`src/rtl/demux_capture16_pkg.sv`:
```
// Shared types and default sizing for the demux_capture16 serial-to-parallel capture block.
package demux_capture16_pkg;

  localparam int DEFAULT_WIDTH = 16;
  localparam int DEFAULT_SEL_W = 4;

  typedef enum logic [1:0] {
    IDLE = 2'd0,
    SCAN = 2'd1,
    DONE = 2'd2
  } state_t;

endpackage

```
`src/rtl/demux_bit_steer.sv`:
```
// Combinational bit steer: returns the word with only the addressed position replaced.
module demux_bit_steer #(
  parameter int WIDTH = 16,
  parameter int SEL_W = 4
) (
  input  logic             bit_in,
  input  logic [SEL_W-1:0] pos,
  input  logic             en,
  input  logic [WIDTH-1:0] word,
  output logic [WIDTH-1:0] next_word
);

  // NOTE: the default assignment first keeps every path assigned, so no latch is inferred.
  always_comb begin
    next_word = word;
    if (en) next_word[pos] = bit_in;
  end

endmodule

```
`src/rtl/demux_capture16.sv`:
```
// 1-to-WIDTH demultiplexer with registered output word: addressed writes in IDLE,
// LSB-first scan capture of a full frame with a one-cycle done pulse.
module demux_capture16
  import demux_capture16_pkg::*;
#(
  parameter int WIDTH = DEFAULT_WIDTH,
  parameter int SEL_W = DEFAULT_SEL_W
) (
  input  logic             clk,
  input  logic             rst,
  input  logic             D,
  input  logic [SEL_W-1:0] S,
  input  logic             wr,
  input  logic             scan_start,
  input  logic             din_valid,
  output logic [WIDTH-1:0] Y,
  output logic             busy,
  output logic             done,
  output logic [SEL_W-1:0] cnt
);

  state_t           state, state_nxt;
  logic             steer_en;
  logic [SEL_W-1:0] steer_pos;
  logic [WIDTH-1:0] y_steered;
  logic             last_bit;

  assign last_bit = (cnt == SEL_W'(WIDTH - 1));

  // NOTE: sequential state uses non-blocking assignments so every register samples pre-edge values.
  always_ff @(posedge clk or posedge rst) begin
    if (rst) state <= IDLE;
    else     state <= state_nxt;
  end

  always_comb begin
    state_nxt = state;
    case (state)
      IDLE:    if (scan_start) state_nxt = SCAN;
      SCAN:    if (din_valid && last_bit) state_nxt = DONE;
      DONE:    state_nxt = IDLE;
      default: state_nxt = IDLE;
    endcase
  end

  // Moore outputs decoded from the registered state only.
  always_comb begin
    busy = (state == SCAN) || (state == DONE);
    done = (state == DONE);
  end

  // One steer serves both paths; scan_start beats a same-cycle addressed write.
  always_comb begin
    steer_en  = 1'b0;
    steer_pos = S;
    case (state)
      IDLE: steer_en = wr && !scan_start;
      SCAN: begin
        steer_en  = din_valid;
        steer_pos = cnt;
      end
      default: ;
    endcase
  end

  demux_bit_steer #(
    .WIDTH(WIDTH),
    .SEL_W(SEL_W)
  ) u_steer (
    .bit_in   (D),
    .pos      (steer_pos),
    .en       (steer_en),
    .word     (Y),
    .next_word(y_steered)
  );

  // The counter wraps naturally to 0 after the last position since WIDTH == 2**SEL_W.
  always_ff @(posedge clk or posedge rst) begin
    if (rst) begin
      Y   <= '0;
      cnt <= '0;
    end else begin
      case (state)
        IDLE: begin
          if (scan_start) begin
            Y   <= '0;
            cnt <= '0;
          end else begin
            Y <= y_steered;
          end
        end
        SCAN: begin
          Y <= y_steered;
          if (din_valid) cnt <= cnt + SEL_W'(1);
        end
        default: ;
      endcase
    end
  end

endmodule

```
`config.mk`:
```
export PLATFORM = sky130hd
export DESIGN_NAME = demux_capture16
export DESIGN_NICKNAME = d
export VERILOG_FILES = /design/src/rtl/demux_capture16_pkg.sv /design/src/rtl/demux_bit_steer.sv /design/src/rtl/demux_capture16.sv
export SDC_FILE = /design/constraint.sdc
export NUM_CORES = 1
export LEC_CHECK = 0
export ABC_AREA = 1
export BUFFER_PORTS_ARGS = -buffer_cell sky130_fd_sc_hd__clkbuf_2
export CAP_MARGIN = 20
export CORE_UTILIZATION = 40
export CTS_CLUSTER_SIZE = 14
export DETAILED_ROUTE_END_ITERATION = 16
export SLEW_MARGIN = 20
export SYNTH_ARGS = -nofsm -noshare
export SYNTH_HDL_FRONTEND = slang
export SYNTH_SLANG_ARGS = --single-unit
```
`constraint.sdc`:
```
create_clock -name clk -period 1.8 [get_ports clk]
set_clock_uncertainty 0.1 [all_clocks]
set_input_delay 0.27 -clock clk [delete_from_list [all_inputs] [get_ports clk]]
set_output_delay 0.27 -clock clk [all_outputs]
set_load 0.05 [all_outputs]
```
==> flow_summary.yaml, run 1 <==
sta:
  slew_headroom: 0.664
  min_period_ps: 1750
  fin_crit_sh: 0.974
  hold_violations: 0
  fmax_mhz: 570
  worstMarginPinSlew_ps: 503
  rsz0062_at_grt: "yes"
  postLayoutSetupSlackWorst_ps: 46.9
  drv_slew: 0
  finalSetupViolCount: 0
  setup_tns_ps: 0
floorplan:
  die_w_um: 63.3
  pin_count: 32
  die_h_um: 63.3
  coreArea_um2: 3470
  initial_core_util: 0.433
  die-area_um2: 4010
  fp-row-count: 21
detailed_routing:
  first_pass_iters: 4
  wl_per_cell_um: 11.3
  vias_per_cell: 4.67
  drc_errors: 0
  finalWirelength_mm: 3.63
  ant_nets: 0
  vias: 1507
  drt_iter0_drc: 80
yosys:
  synth_cells: 239
  ys_warn_count: 0
  synth_top_cells_by_count: "nand2_1, nand3_1, inv_1"
  synth_edf_count: 0
  async_flop_share: 1.00
  syn_nets: 254
  avgSynthCellArea_um2: 6.29
  yosys_most_used_dff: "dfrtp_1"
  synth.top_cell.area_share: 0.366
  yosys.area.top_type: "dfrtp_1"
  synth.ff_latch_count: 22
  yosys-top-cells-area: "dfrtp_1, nand2_1, nand3_1"
  synthMostInstantiatedCell: "nand2_1"
  yosysUniqueCellTypes: 15
  seq_area_frac_synth: 0.366
  synth_area_um2: 1500
cts:
  cts_inserted_buffers: 3
  cts_max_path_buffers: 2
  clk_pin_slew_ps: 80
  postCtsSetupBuffers: 0
  cts_sinks: 22
  cts_tree: "built"
  cts_htree_levels: 1
  clkLatencyLatePin_ps: 260
  root_buffer: "clkbuf_8"
run_status:
  status: "complete, no violations"
placement:
  dp_hpwl_mm: 2.40
  port_buffers: 31
  preCtsSetupSlack_ps: -62.5
  dp_cells: 314
  place_congestion: 0.805
layout:
  syn2layout_area_growth_pct: 29.2
  fill_cells: 374
  layout-drive-gt1-share: 0.238
  layout.nets: 293
  fin_cells: 323
  antenna_cells: 0
  fin_util: 0.560
critical_path:
  critPathKind: "reg2reg"
  r2r-end: "Y[1]"
  worstReg2RegStart: "state[0]"
  cp-endpoint: "Y[1]"
  crit_start: "state[0]"
  critPathArrivalTime_ps: 1810
  cp-start-kind: "flop"
  end_kind: "flop"
  critPathRequiredTime_ps: 1860
  reg2reg_depth: 8
  r2r_setup_slack_ps: 50
  path_max_fanout: 8
flow_run:
  cap_viol_max_count: 0
grt:
  grt_pass1_vias: 1360
  overflow: 0
  grt_pass1_wl_mm: 5.85
  grt_usage: 0.184
  grt_start_max_net_pins: 33
  antenna_found_initial: 0
hold_path:
  hold_depth: 4
  hp-class: "in2reg"
pwr:
  ir_worst_vdd_mv: 0.854
  p_leak_nw: 1.06
  p_per_area_nw_per_um2: 1720
-- worst min path at each step --
stage,from,to
floorplan,rst,Y[0]
detailed placement,rst,state[1]
global placement,rst,state[1]
global route,scan_start,cnt[2]
finish,scan_start,cnt[2]
CTS,scan_start,cnt[2]
-- critical path, stage by stage (launching register included) --
cell       delay (ps)
dfrtp_2           450
inv_4              80
ha_4              160
nand3_2           100
a21oi_4           300
clkbuf_16         210
nand3_1            70
nand3_1           110
nand2_1            50
-- flip-flops by register name, summed over array words and instances, names as in the netlist --
name,cells
cnt,4
Y,16
state,2
-- power by group --
| part | internal [mW] | switching [mW] |
|---|---|---|
| clock network | 0.195 | 0.161 |
| logic | 0.661 | 1.55 |
| registers | 0.638 | 0.133 |
| total | 1.49 | 1.84 |
-- routing by layer --
metal	up-vias	global-route usage	part of all wire
met2	31	0.301	0.44
met3	7	0.0417	0.041
met4	0	0.0426	0.014
li1	810	-	-
met1	659	0.246	0.50
met5	-	0	0
-- what timing repair did --
item	4_1_cts	5_1_grt
cloned	0	4
pin swaps	0	7
hold buffers	1	0
endpoints found under the hold margin	22	0
setup endpoints to repair	16	16
gates resized for setup	2	23
-- through the flow --
step                area (µm²)  power (mW)  hold WS (ps)
finish                    1940        3.34           337
global route              1940        3.59           357
CTS                       1800        3.06           321
detailed placement        1730        2.67           207
global placement          1730        2.65           205
floorplan                 1500        2.23           159
-- layout by cell type (no fill, tap or decap), types with 5 or more instances in the layout --
cell type  count
clkbuf_2      31
nand3_1       38
dfrtp_1       21
o21ai_0        5
inv_1         29
nand2_1       96
nor2_2         6
nor2_1        14
-- layout make-up --
cell class                 instances  area, µm²  area share
sequential                        22        552       0.284
multi-input combinational        177        862       0.444
inverter                          32        123      0.0631
tap                               46       57.6      0.0296
timing repair buffer              42        293       0.151
clock buffer                       4       55.1      0.0284
-- cell families after synthesis --
kind of cell / synth area share
buf+inv: 0.112
fa+ha+maj: 0.0416
flops: 0.366
compound gates: 0.0316
simple gates: 0.449
No activity file was read; power rests on OpenSTA's default activity.
==> run 2: changes to the inputs <==
- CELL_PAD_IN_SITES_DETAIL_PLACEMENT: not set -> 0
- CELL_PAD_IN_SITES_GLOBAL_PLACEMENT: not set -> 1
- CORE_UTILIZATION: 40 -> 37
- PLACE_DENSITY_LB_ADDON: not set -> 0.1
==> run 2 against run 1 <==
  * Sequential share of layout area decreased by 0.27 points
  * Count of clock-buffer cells in the layout is 1 lower
  * Clock power shrank 14%
  * Critical path depth increased by 2
  * Register-to-register slack better by 30 ps
  * Die area is 7.9% higher
  * Critical path type unchanged
==> flow_summary.yaml, run 2 (synthesis gave the netlist of run 1 again) <==
grt:
  antenna_found_initial: 0
  grt_usage: 0.184
  grt_pass1_vias: 1299
  overflow: 0
  grt_pass1_wl_mm: 6.09
  grt_start_max_net_pins: 33
critical_path:
  cp_top_family: "buffers and inverters"
  r2r_setup_slack_ps: 80
  worstReg2RegStart: "state[1]"
  end_kind: "flop"
  path_buf_inv: 4
  crit_top_cell: "nand3_1"
  crit_slowest_cell: "dfrtp_1"
  critPathArrivalTime_ps: 1780
  cp-start-kind: "flop"
  critPathRequiredTime_ps: 1860
  crit_chain: "inv_2 > ha_4 > buf_6 > nand2_2 > a21oi_4 > buf_12 > clkbuf_16 > nand3_1 > nand3_1 > nand2_1"
  r2r-end: "Y[0]"
  path_max_fanout: 11
  max_stage_delay_ps: 390
  reg2reg_depth: 10
  critPathKind: "reg2reg"
  cp.depth: 10
sta:
  finalSetupViolCount: 0
  postLayoutSetupSlackWorst_ps: 75.3
  min_period_ps: 1720
  worstMarginPinSlew_ps: 525
  slew_headroom: 0.650
  rsz0062_at_grt: "yes"
  fmax_mhz: 580
  holdWs_ps: 352
  fin_crit_sh: 0.958
  hold_violations: 0
  drv_slew: 0
detailed_routing:
  vias_per_cell: 4.63
  wl_per_cell_um: 11.8
  finalWirelength_mm: 3.85
  vias: 1514
  drc_errors: 0
  ant_nets: 0
  drt_iter0_drc: 52
  first_pass_iters: 4
run_status:
  status: "complete, no violations"
pwr:
  p_leak_nw: 1.07
  p_seq_frac: 0.227
  switching_power_mw: 1.85
  p_per_area_nw_per_um2: 1720
  ir_worst_vdd_mv: 0.867
  p_sw_frac: 0.549
  clkPwrFrac: 0.091
  intPower_mw: 1.52
  combPwrFrac: 0.681
layout:
  largest_reg_flops: 16
  mostFrequentLayoutCells: "nand2_1, nand3_1, clkbuf_2"
  regMostFlops: "Y"
  largest_registers: "Y x16, cnt x4, state x2"
  syn2layout_area_growth_pct: 30.5
  layout.nets: 296
  fin_cells: 327
  fill_cells: 395
  final_common_cell: "nand2_1"
  final_design_area_no_fill_um2: 1960
  antenna_cells: 0
  fin_util: 0.520
  layout-drive-gt1-share: 0.240
floorplan:
  die-area_um2: 4320
  coreArea_um2: 3770
  die_w_um: 65.7
  pin_count: 32
  die_h_um: 65.7
  fp-row-count: 22
  initial_core_util: 0.398
hold_path:
  hold_depth: 4
  hold_path_startpoint: "scan_start"
  hp-class: "in2reg"
  hold_end: "cnt[2]"
cts:
  clk_pin_slew_ps: 80
  clkLatencyLatePin_ps: 260
  cts_max_path_buffers: 2
  cts_sinks: 22
  root_buffer: "clkbuf_8"
  cts_inserted_buffers: 3
  cts_htree_levels: 1
  cts_tree: "built"
placement:
  port_buffers: 31
  preCtsSetupSlack_ps: -57.3
  placed_area_um2: 1740
  dp_cells: 317
  dp_hpwl_mm: 2.61
  place_congestion: 0.773
flow_run:
  cap_viol_max_count: 0
## run 2: how the worst max path moves through the flow
stage,to,startpoint,slack [ps]
6_report,Y[0],state[1],80
5_1_grt,Y[2],state[1],-40
4_1_cts,Y[10],state[1],8
3_5_place_dp,Y[10],state[1],-60
3_3_place_gp,Y[10],state[0],-40
2_1_floorplan,Y[2],state[0],190
## run 2: area by class of cell
class                      count  area [µm²]  area share
multi-input combinational    177         855       0.436
sequential                    22         552       0.281
timing repair buffer          45         330       0.168
inverter                      32         123      0.0625
tap                           48        60.1      0.0306
clock buffer                   3        41.3      0.0211
## run 2: metal layers
layer  track usage  up-vias  share of wire  wire length [µm]
li1              -      819              -                 -
met1         0.260      673           0.52              2010
met2         0.282       20           0.44              1690
met3        0.0451        2          0.029               111
met4        0.0326        0         0.0065                25
met5             0        -              0                 0
## run 2: metrics by stage
step	power, mW	setup TNS [ps]
2_1_floorplan	2.23	0
3_3_place_gp	2.69	-439
3_5_place_dp	2.69	-476
4_1_cts	3.03	0
5_1_grt	3.65	-191
6_report	3.37	0
## run 2: power by group through the flow
stage	Clock, mW	Combinational [mW]	Sequential [mW]
global placement	0	1.93	0.762
CTS	0.321	1.96	0.757
detailed placement	0	1.93	0.767
global route	0.346	2.51	0.787
floorplan	0	1.06	1.16
finish	0.307	2.30	0.766
## run 2: worst register-to-register path, delay by kind of cell, from the launching register on
family | cells | cell delay (ps)
fa+ha+maj | 1 | 160
compound gates | 1 | 150
buf+inv | 4 | 520
flops | 1 | 390
simple gates | 4 | 310
## run 2: repair_timing
item | in CTS | in global routing
setup buffers | 0 | 3
resized for setup | 2 | 21
setup endpoints to repair | 16 | 16
pin swaps | 0 | 4
endpoints found under the hold margin | 22 | 0
hold buffers | 1 | 0
cloned | 0 | 3
==> run 3: changes to the inputs <==
- PLACE_DENSITY: not set -> 0.84
- PLACE_DENSITY_LB_ADDON: 0.1 -> not set
==> run 3 against run 2 <==
  * Worst hold slack worse by 31 ps
  * Highest routed layer unchanged
  * Cell area up 9.1%
  * Sequential power up 1%
  * Count of clock-buffer cells in the layout unchanged
  * Power up 11%
  * Worst setup slack worse by 39 ps
  * Largest power group unchanged
  * Critical path type unchanged
  * Core utilization up 4.7 points
  * Global-route usage down 0.26 points
  * Critical path depth down 2
  * Register-to-register slack worse by 40 ps
  * Maximum frequency down 2.2%
  * Critical endpoint is now Y[7]
==> flow_summary.yaml, run 3 (synthesis gave the netlist of run 1 again) <==
run_status:
  status: "complete, no violations"
floorplan:
  pin_count: 32
  coreArea_um2: 3770
  die-area_um2: 4320
  fp-row-count: 22
  initial_core_util: 0.398
  die_h_um: 65.7
  die_w_um: 65.7
detailed_routing:
  vias: 1592
  vias_per_cell: 4.85
  ant_nets: 0
  drc_errors: 0
  finalWirelength_mm: 4.16
  drt_iter0_drc: 57
  wl_per_cell_um: 12.7
  first_pass_iters: 4
placement:
  dp_hpwl_mm: 2.58
  place_congestion: 0.785
  placed_area_um2: 1740
  preCtsSetupSlack_ps: -8.91
  port_buffers: 31
critical_path:
  crit_top_cell: "nand3_1"
  critPathArrivalTime_ps: 1820
  path_buf_inv: 2
  crit_chain: "inv_2 > ha_4 > nand3_4 > a21oi_4 > clkbuf_16 > nand3_1 > nand3_1 > nand2_1"
  cp_top_family: "flip-flops"
  critPathRequiredTime_ps: 1860
  crit_slowest_cell: "dfrtp_1"
  cp-start-kind: "flop"
  crit_start: "state[1]"
  critPathKind: "reg2reg"
  worstReg2RegStart: "state[1]"
  max_stage_delay_ps: 400
  path_max_fanout: 8
  end_kind: "flop"
sta:
  worstMarginPinSlew_ps: 533
  postLayoutSetupSlackWorst_ps: 36.3
  min_period_ps: 1760
  fmax_mhz: 567
  finalSetupViolCount: 0
  rsz0062_at_grt: "yes"
  drv_slew: 0
  slew_headroom: 0.644
  hold_violations: 0
  fin_crit_sh: 0.980
grt:
  grt_usage: 0.181
  grt_pass1_vias: 1354
  grt_start_max_net_pins: 33
  overflow: 0
  grt_pass1_wl_mm: 5.95
  antenna_found_initial: 0
cts:
  cts_sinks: 22
  root_buffer: "clkbuf_8"
  clkLatencyLatePin_ps: 260
  cts_max_path_buffers: 2
  cts_tree: "built"
  cts_htree_levels: 1
  cts_inserted_buffers: 3
  clk_pin_slew_ps: 80
layout:
  regMostFlops: "Y"
  mostFrequentLayoutCells: "nand2_1, nand3_1, clkbuf_2"
  layout-drive-gt1-share: 0.339
  final_design_area_no_fill_um2: 2140
  syn2layout_area_growth_pct: 42.3
  final_common_cell: "nand2_1"
  antenna_cells: 0
  fill_cells: 371
  largest_registers: "Y x16, cnt x4, state x2"
  largest_reg_flops: 16
  layout.nets: 297
pwr:
  p_leak_nw: 1.13
  p_per_area_nw_per_um2: 1750
  ir_worst_vdd_mv: 0.930
hold_path:
  hp-class: "in2reg"
  hold_path_startpoint: "scan_start"
flow_run:
  cap_viol_max_count: 0
==> run 3: cell count changes in the layout (fill, tap and decap cells not counted), sizes merged <==
cell	delta
buf	+1
==> run 3: worst paths after layout <==
check	slack, ps	to	cells past startpoint
hold / removal	320	cnt[2]	4
max in group asynchronous	870	state[0]	4
setup / recovery	40	Y[7]	8
min in group asynchronous	480	cnt[2]	4
hold reg to reg	410	Y[14]	2
setup reg to reg	40	Y[7]	8
==> run 3: layout make-up <==
class / instances / area, µm² / share of cell area
clock buffers: 3 / 41.3 / 0.0193
repair buffers: 46 / 338 / 0.158
inverters: 32 / 123 / 0.0573
well taps: 48 / 60.1 / 0.0281
multi-input cells: 177 / 1020 / 0.479
flip-flops and latches: 22 / 552 / 0.258
==> run 3: tightest hold or removal path, cell delays in order <==
cell	delay [ps]
clkbuf_2	120
nand3_1	110
inv_1	100
nor3b_1	50
==> run 3: stage by stage <==
| stage | setup TNS (ps) | util | power (mW) | std cells | hold WS, ps |
|---|---|---|---|---|---|
| 5_1_grt | -558 | 0.567 | 4.00 | 328 | 329 |
| 6_report | 0 | 0.567 | 3.73 | 328 | 321 |
| 3_5_place_dp | -8.91 | 0.462 | 2.72 | 316 | 212 |
| 3_3_place_gp | 0 | 0.462 | 2.71 | 316 | 209 |
| 2_1_floorplan | 0 | - | 2.23 | 239 | 159 |
| 4_1_cts | -2.26 | 0.476 | 3.05 | 320 | 301 |
==> run 3: power breakdown <==
part           internal, mW  leakage, nW  switching [mW]
registers             0.638        0.300           0.135
clock network         0.149       0.0216           0.155
logic                 0.846        0.810            1.81
total                  1.63         1.13            2.10
==> run 3: repair_timing <==
action / in CTS / in global routing
resized for setup: 3 / 66
cloned: 0 / 3
pin swaps: 0 / 19
setup endpoints to repair: 3 / 16
hold buffers: 1 / 0
hold endpoints to repair: 22 / 0
buffers inserted: 0 / 5
==> run 3: layer usage <==
layer	share of wire	global-route usage
met5	0	0
met4	0.0091	0.0516
met3	0.046	0.0556
met2	0.51	0.300
met1	0.44	0.224
